**config.mk**
```make
export PLATFORM = sky130hd
export DESIGN_NAME = exe_mul_controller
export DESIGN_NICKNAME = d
export VERILOG_FILES = /design/src/rtl/exe_mul_controller_pkg.sv /design/src/rtl/exe_mul_controller_mul_shift_add_unit.sv /design/src/rtl/exe_mul_controller.sv
export SDC_FILE = /design/constraint.sdc
export NUM_CORES = 1
export LEC_CHECK = 0
export CAP_MARGIN = 0
export CORE_AREA = 5 5 124 138
export DETAILED_ROUTE_END_ITERATION = 8
export DIE_AREA = 0 0 129 143
export PLACE_DENSITY_LB_ADDON = 0.1
export SYNTH_ARGS = -nofsm -noshare
export SYNTH_HDL_FRONTEND = slang
export SYNTH_SLANG_ARGS = --single-unit
```
**constraint.sdc**
```tcl
create_clock -name clk -period 3.7 [get_ports clk]
set_input_delay 1.11 -clock clk [delete_from_list [all_inputs] [get_ports clk]]
set_output_delay 1.11 -clock clk [all_outputs]
set_load 0.1 [all_outputs]
```
**src/rtl/exe_mul_controller_pkg.sv**
```systemverilog
// Shared constants and helpers for the execute-stage multiply sequencer.
// Flag vectors use the N/C/Z/V bit order of the status register.
package exe_mul_controller_pkg;

    localparam int MUL_CNT_WIDTH = 5;

    typedef enum logic [1:0] {
        MUL_IDLE = 2'd0,
        MUL_RUN  = 2'd1,
        MUL_DONE = 2'd2
    } mul_state_t;

    localparam int SR_N = 3;
    localparam int SR_C = 2;
    localparam int SR_Z = 1;
    localparam int SR_V = 0;

    // With S set only N and Z follow the result; C and V pass through unchanged.
    function automatic logic [3:0] mul_flags(input logic       s,
                                             input logic [3:0] sr,
                                             input logic       neg,
                                             input logic       zero);
        logic [3:0] f;
        f = sr;
        if (s) begin
            f[SR_N] = neg;
            f[SR_Z] = zero;
        end
        return f;
    endfunction

endpackage

```
**src/rtl/exe_mul_controller_mul_shift_add_unit.sv**
```systemverilog
// Radix-2 shift-add datapath: multiplicand, multiplier and accumulator registers.
// acc_next is the accumulator value one iteration ahead, so the caller can register the final sum.
module mul_shift_add_unit #(
    parameter int WORD_WIDTH = 32
) (
    input  logic                  clk,
    input  logic                  rst,
    input  logic                  load,
    input  logic                  step,
    input  logic                  accumulate,
    input  logic [WORD_WIDTH-1:0] op_a,
    input  logic [WORD_WIDTH-1:0] op_b,
    input  logic [WORD_WIDTH-1:0] acc_in,
    output logic [WORD_WIDTH-1:0] acc_next
);

    logic [WORD_WIDTH-1:0] mcand_reg;
    logic [WORD_WIDTH-1:0] mplier_reg;
    logic [WORD_WIDTH-1:0] acc_reg;

    assign acc_next = mplier_reg[0] ? (acc_reg + mcand_reg) : acc_reg;

    always_ff @(posedge clk) begin
        if (!rst) begin
            mcand_reg  <= '0;
            mplier_reg <= '0;
            acc_reg    <= '0;
        end else if (load) begin
            mcand_reg  <= op_a;
            mplier_reg <= op_b;
            acc_reg    <= accumulate ? acc_in : '0;
        end else if (step) begin
            mcand_reg  <= mcand_reg << 1;
            mplier_reg <= mplier_reg >> 1;
            acc_reg    <= acc_next;
        end
    end

endmodule

```
**src/rtl/exe_mul_controller.sv**
```systemverilog
// Multi-cycle MUL/MLA sequencer for the execute stage: stalls the front end for a
// fixed WORD_WIDTH iterations, then strobes the result and flags for one cycle.
module exe_mul_controller
    import exe_mul_controller_pkg::*;
#(
    parameter int WORD_WIDTH = 32,
    parameter int CNT_WIDTH  = MUL_CNT_WIDTH
) (
    input  logic                  clk,
    input  logic                  rst,
    input  logic                  start,
    input  logic                  accumulate,
    input  logic                  s_in,
    input  logic                  flush,
    input  logic [WORD_WIDTH-1:0] op_a,
    input  logic [WORD_WIDTH-1:0] op_b,
    input  logic [WORD_WIDTH-1:0] acc_in,
    input  logic [3:0]            SR_in,
    output logic                  stall,
    output logic [WORD_WIDTH-1:0] result,
    output logic                  result_valid,
    output logic [3:0]            SR_out
);

    mul_state_t            state_reg;
    logic [CNT_WIDTH-1:0]  cnt_reg;
    logic                  s_reg;
    logic [3:0]            sr_reg;
    logic [WORD_WIDTH-1:0] result_reg;
    logic                  result_valid_reg;
    logic [3:0]            sr_out_reg;

    logic                  accept;
    logic                  step;
    logic                  last_iter;
    logic [WORD_WIDTH-1:0] acc_next;

    assign accept    = (state_reg == MUL_IDLE) && start && !flush;
    assign step      = (state_reg == MUL_RUN) && !flush;
    assign last_iter = (cnt_reg == CNT_WIDTH'(WORD_WIDTH - 1));
    assign stall     = accept || step;

    mul_shift_add_unit #(
        .WORD_WIDTH(WORD_WIDTH)
    ) u_shift_add (
        .clk       (clk),
        .rst       (rst),
        .load      (accept),
        .step      (step),
        .accumulate(accumulate),
        .op_a      (op_a),
        .op_b      (op_b),
        .acc_in    (acc_in),
        .acc_next  (acc_next)
    );

    // The final sum is registered on the RUN->DONE edge so result is stable for the whole DONE cycle.
    always_ff @(posedge clk) begin
        if (!rst) begin
            state_reg        <= MUL_IDLE;
            cnt_reg          <= '0;
            s_reg            <= 1'b0;
            sr_reg           <= '0;
            result_reg       <= '0;
            result_valid_reg <= 1'b0;
            sr_out_reg       <= '0;
        end else begin
            result_valid_reg <= 1'b0;
            if (flush) begin
                state_reg <= MUL_IDLE;
            end else begin
                case (state_reg)
                    MUL_IDLE: begin
                        if (start) begin
                            state_reg <= MUL_RUN;
                            cnt_reg   <= '0;
                            s_reg     <= s_in;
                            sr_reg    <= SR_in;
                        end
                    end
                    MUL_RUN: begin
                        cnt_reg <= cnt_reg + 1'b1;
                        if (last_iter) begin
                            state_reg        <= MUL_DONE;
                            result_reg       <= acc_next;
                            result_valid_reg <= 1'b1;
                            sr_out_reg       <= mul_flags(s_reg, sr_reg,
                                                          acc_next[WORD_WIDTH-1],
                                                          acc_next == '0);
                        end
                    end
                    MUL_DONE: state_reg <= MUL_IDLE;
                    default:  state_reg <= MUL_IDLE;
                endcase
            end
        end
    end

    assign result       = result_reg;
    assign result_valid = result_valid_reg;
    assign SR_out       = sr_out_reg;

endmodule

```
==> impl_results.md <==
- Cells after Synth: ~1k
- Final Hold Viols: 0
- Initial antenna violation count: 1
- Final setup fails: 0
- Dpl hpwl: 17.0 mm
- Ant diodes: 0
- Vias: around 8k
- Actual slew at the worst max-slew pin: about 0.91 ns
- Leakage: around 3.8 nW
- Kind of end point of the critical path: output pin
- Fin worst setup slack: between 0.2 and 0.25 ns
- Clk buf depth: 2
- Hold slack: between 0.4 and 0.5 ns
- Final min period: 3.48 ns
- Outcome: finished clean
- Die ar.: roughly 0.018 mm²
- Slew Limit Fails: 0
- CTS Root Cell: clkbuf_16
- Drc violations: 0
- Xor and xnor area share after synthesis: 2.06%
- Crit-path cells: clkdlybuf4s50_1, nor4b_2, nor2_4, clkinv_1, buf_12
- Vias in the first global route: roughly 7.6k
- Largest net degree at the start of global routing: 84
- H-tree levels: 4
- Register area share after synthesis: 36.0%
- Placement Setup Slack: between 0.2 and 0.25 ns
- GP Congestion: ~0.93
- Multiplexer area fraction after synthesis: about 1.9%
- Worst Clk Skew: between 0.01 and 0.015 ns
- Nets: roughly 1.3k
- Sequential power share: just over 40%
- Max cap viols: 0
- Source-to-sink clock delay at the later pin of the worst-skew pair: roughly 0.43 ns
- DRT Wirelength: between 20 and 25 mm
- Post-Synth Simple-Gate Area: between 15 and 20%
- Comb pwr share: between 10% and 20%
- Startpoint types: input port
- Max-Slew Margin vs Limit: between 30% and 40%
- Commonest non-fill, non-tap cell in the layout: dfxtp_1
- Synth cell types: 76
- PostCTS Resize Cnt: 0
- Largest family of logic cells by synthesized area: compound AO/OA/AOI/OAI gates
- Dpl cells: ~1.3k
- DR vias/cell: between 6 and 7
- Initial Util: a little over half
- Final setup TNS: 0 ns
- Routed Antenna Nets: 0
- Setup CP Type: in2out
- Total chip power: about 4.1 mW
- Crit path max-delay cell type: clkdlybuf4s50_1
- Synth Area in Adders: ~5.4%
- Worst path top cell family by delay: buffers and inverters
- GRT Residual Overflow: 0
- CP bufs+invs: 3
- Initial DRC count: between 600 and 700
- FP Rows: 48
- Peak supply drop: 0.334 mV
- CTS Hold Bufs: 0
- Syn. warnings: 0
- Net Sw Power: about 1.2 mW
- Post-synth top area cell: dfxtp_1
- CTS tree: done
- Mapped Area: roughly 0.008 mm²
- Power share of the clock group: a little over two fifths
- Synth Flop Type: dfxtp_1
- Power density over cell area: 405 mW/mm²
- # port buffers: about 140
- Global Route Usage Sum: approximately a quarter
- Synth Area in Compound Gates: a little under a third
- Top cells by area, synth: dfxtp_1, a21oi_1, nand2_1
- Number of enable flip-flop cells after synthesis: 0
- Synth Area per Inst: a little over 8 µm²
- First-pass GRT wire length: a little under 40 mm
- Drt first pass iters: 6
- RSZ-0062 raised after global routing: no
- Clock sink total: ~150
- CP peak stage delay: roughly 0.50 ns
- Peak Freq: between 200 and 300 MHz
- Fin cells: around 1.3k
- Die Wd: between 100 and 150 µm
- Async SR Flop Fraction: 0%
- Fraction of layout instances using a drive strength above 1: a little over a tenth
- Worst reg2reg setup slack: ~0.26 ns
- Hold WC Path Type: reg2reg
- Int Pwr: 2.93 mW
- CTS clk-pin slew, worst paths: about 0.07 ns
- Post-CTS setup buffer count: 0
- Share of the synthesized area in the top cell type: a little over a third
- Core footprint: about 0.015 mm²
- Area grow syn2layout: 25.3%
- Period utilisation layout: 94.0%
- Worst path arrival time: roughly 2.4 ns
- Syn nets: about 1.1k
- Drt wl/cell: around 19 µm
- TritonCTS buffer count: 17
- Sw Share: roughly 29%
- Max FO, Critical Path: 4
- Req. time, crit path: between 2 and 3 ns
- Most frequent cells in the layout: dfxtp_1, a21oi_1, nand2_1, clkdlybuf4s50_1, nor2_1
- Post-synthesis register bit count: 145
- Die height: roughly 140 µm
- I/O pin cnt: 144
==> area by class of cell <==
type / instances / area (µm²)
Clock buffer: 18 / 429
Clock inverter: 14 / 168
Fill cell: 1409 / 5380
Inverter: 9 / 36.3
Multi-Input combinational cell: 770 / 4780
Sequential cell: 145 / 2900
Tap cell: 200 / 250
Timing Repair Buffer: 167 / 1550
==> metrics by stage <==
| step | area [µm²] | utilization (%) |
|---|---|---|
| floorplan | 8070 | - |
| global placement | 9520 | 61.5 |
| detailed placement | 9520 | 61.5 |
| CTS | 10100 | 65.3 |
| global route | 10100 | 65.3 |
| finish | 10100 | 65.3 |
==> layer usage <==
layer  vias up  routed length, µm  GRT usage, %
met4         2                333          7.46
met5         -                 11             0
met2       259              11500          42.6
met1      3809              10900          35.1
met3        30               1830          7.15
li1       3931                  -             -
==> power by group through the flow <==
| stage | registers, mW | logic (mW) | clock network, mW |
|---|---|---|---|
| 2_1_floorplan | 1.70 | 0.411 | 0 |
| 6_report | 1.68 | 0.650 | 1.77 |
| 4_1_cts | 1.68 | 0.645 | 1.79 |
| 3_5_place_dp | 1.72 | 0.639 | 0 |
| 5_1_grt | 1.69 | 0.710 | 1.85 |
| 3_3_place_gp | 1.72 | 0.636 | 0 |
==> cell usage after synthesis (3+ instances only) <==
cell	count
nand2_1	137
xor2_1	12
xnor2_1	7
and2_1	4
nand4_1	13
o21a_1	11
nand2b_1	7
a31oi_1	11
dfxtp_1	145
inv_1	8
nor4_1	12
nor3_1	13
o21ai_1	3
nor2_1	96
nor2b_1	10
a2111oi_0	19
buf_1	6
a21o_1	9
or3_1	9
and3_1	4
o21ai_0	22
ha_1	33
a21oi_1	138
nor3b_1	3
nand3_1	19
o21bai_1	4
a22oi_1	63
o211ai_1	9
o31ai_1	3
a211o_1	3
a211oi_1	26
a2111oi_2	4
clkbuf_8	7
mux2i_1	14
clkbuf_1	59
a311oi_1	3
o211a_1	6
nand3b_1	4
==> worst paths after layout <==
| kind | start | to | cells after the start |
|---|---|---|---|
| max | flush | stall | 5 |
| min | u_shift_add.mplier_reg[14]$_SDFFE_PN0P_ | u_shift_add.mplier_reg[14]$_SDFFE_PN0P_ | 2 |
| max reg2reg | u_shift_add.mcand_reg[14]$_SDFFE_PN0P_ | SR_out[1]$_SDFFE_PN0P_ | 11 |
| min reg2reg | u_shift_add.mplier_reg[14]$_SDFFE_PN0P_ | u_shift_add.mplier_reg[14]$_SDFFE_PN0P_ | 2 |
==> worst reg2reg max path, delay by kind of cell (launching register included) <==
kind	cells	cell delay (ns)
AOI/OAI and AO/OA	6	1.81
and+or+nand+nor	2	0.46
adders and majority gates	1	0.37
buffers and inverters	1	0.20
xor gates and xnor gates	1	0.20
DFF	1	0.34
==> cells by family (layout without fill, tap and decap cells) <==
group | after synthesis | count (layout)
DFF | 145 | 145
and+or+nand+nor | 335 | 335
buffers and inverters | 86 | 208
adders and majority gates | 34 | 34
xor gates and xnor gates | 19 | 19
muxes | 15 | 15
AOI/OAI and AO/OA | 367 | 367
(Power assumes the default switching activity.)
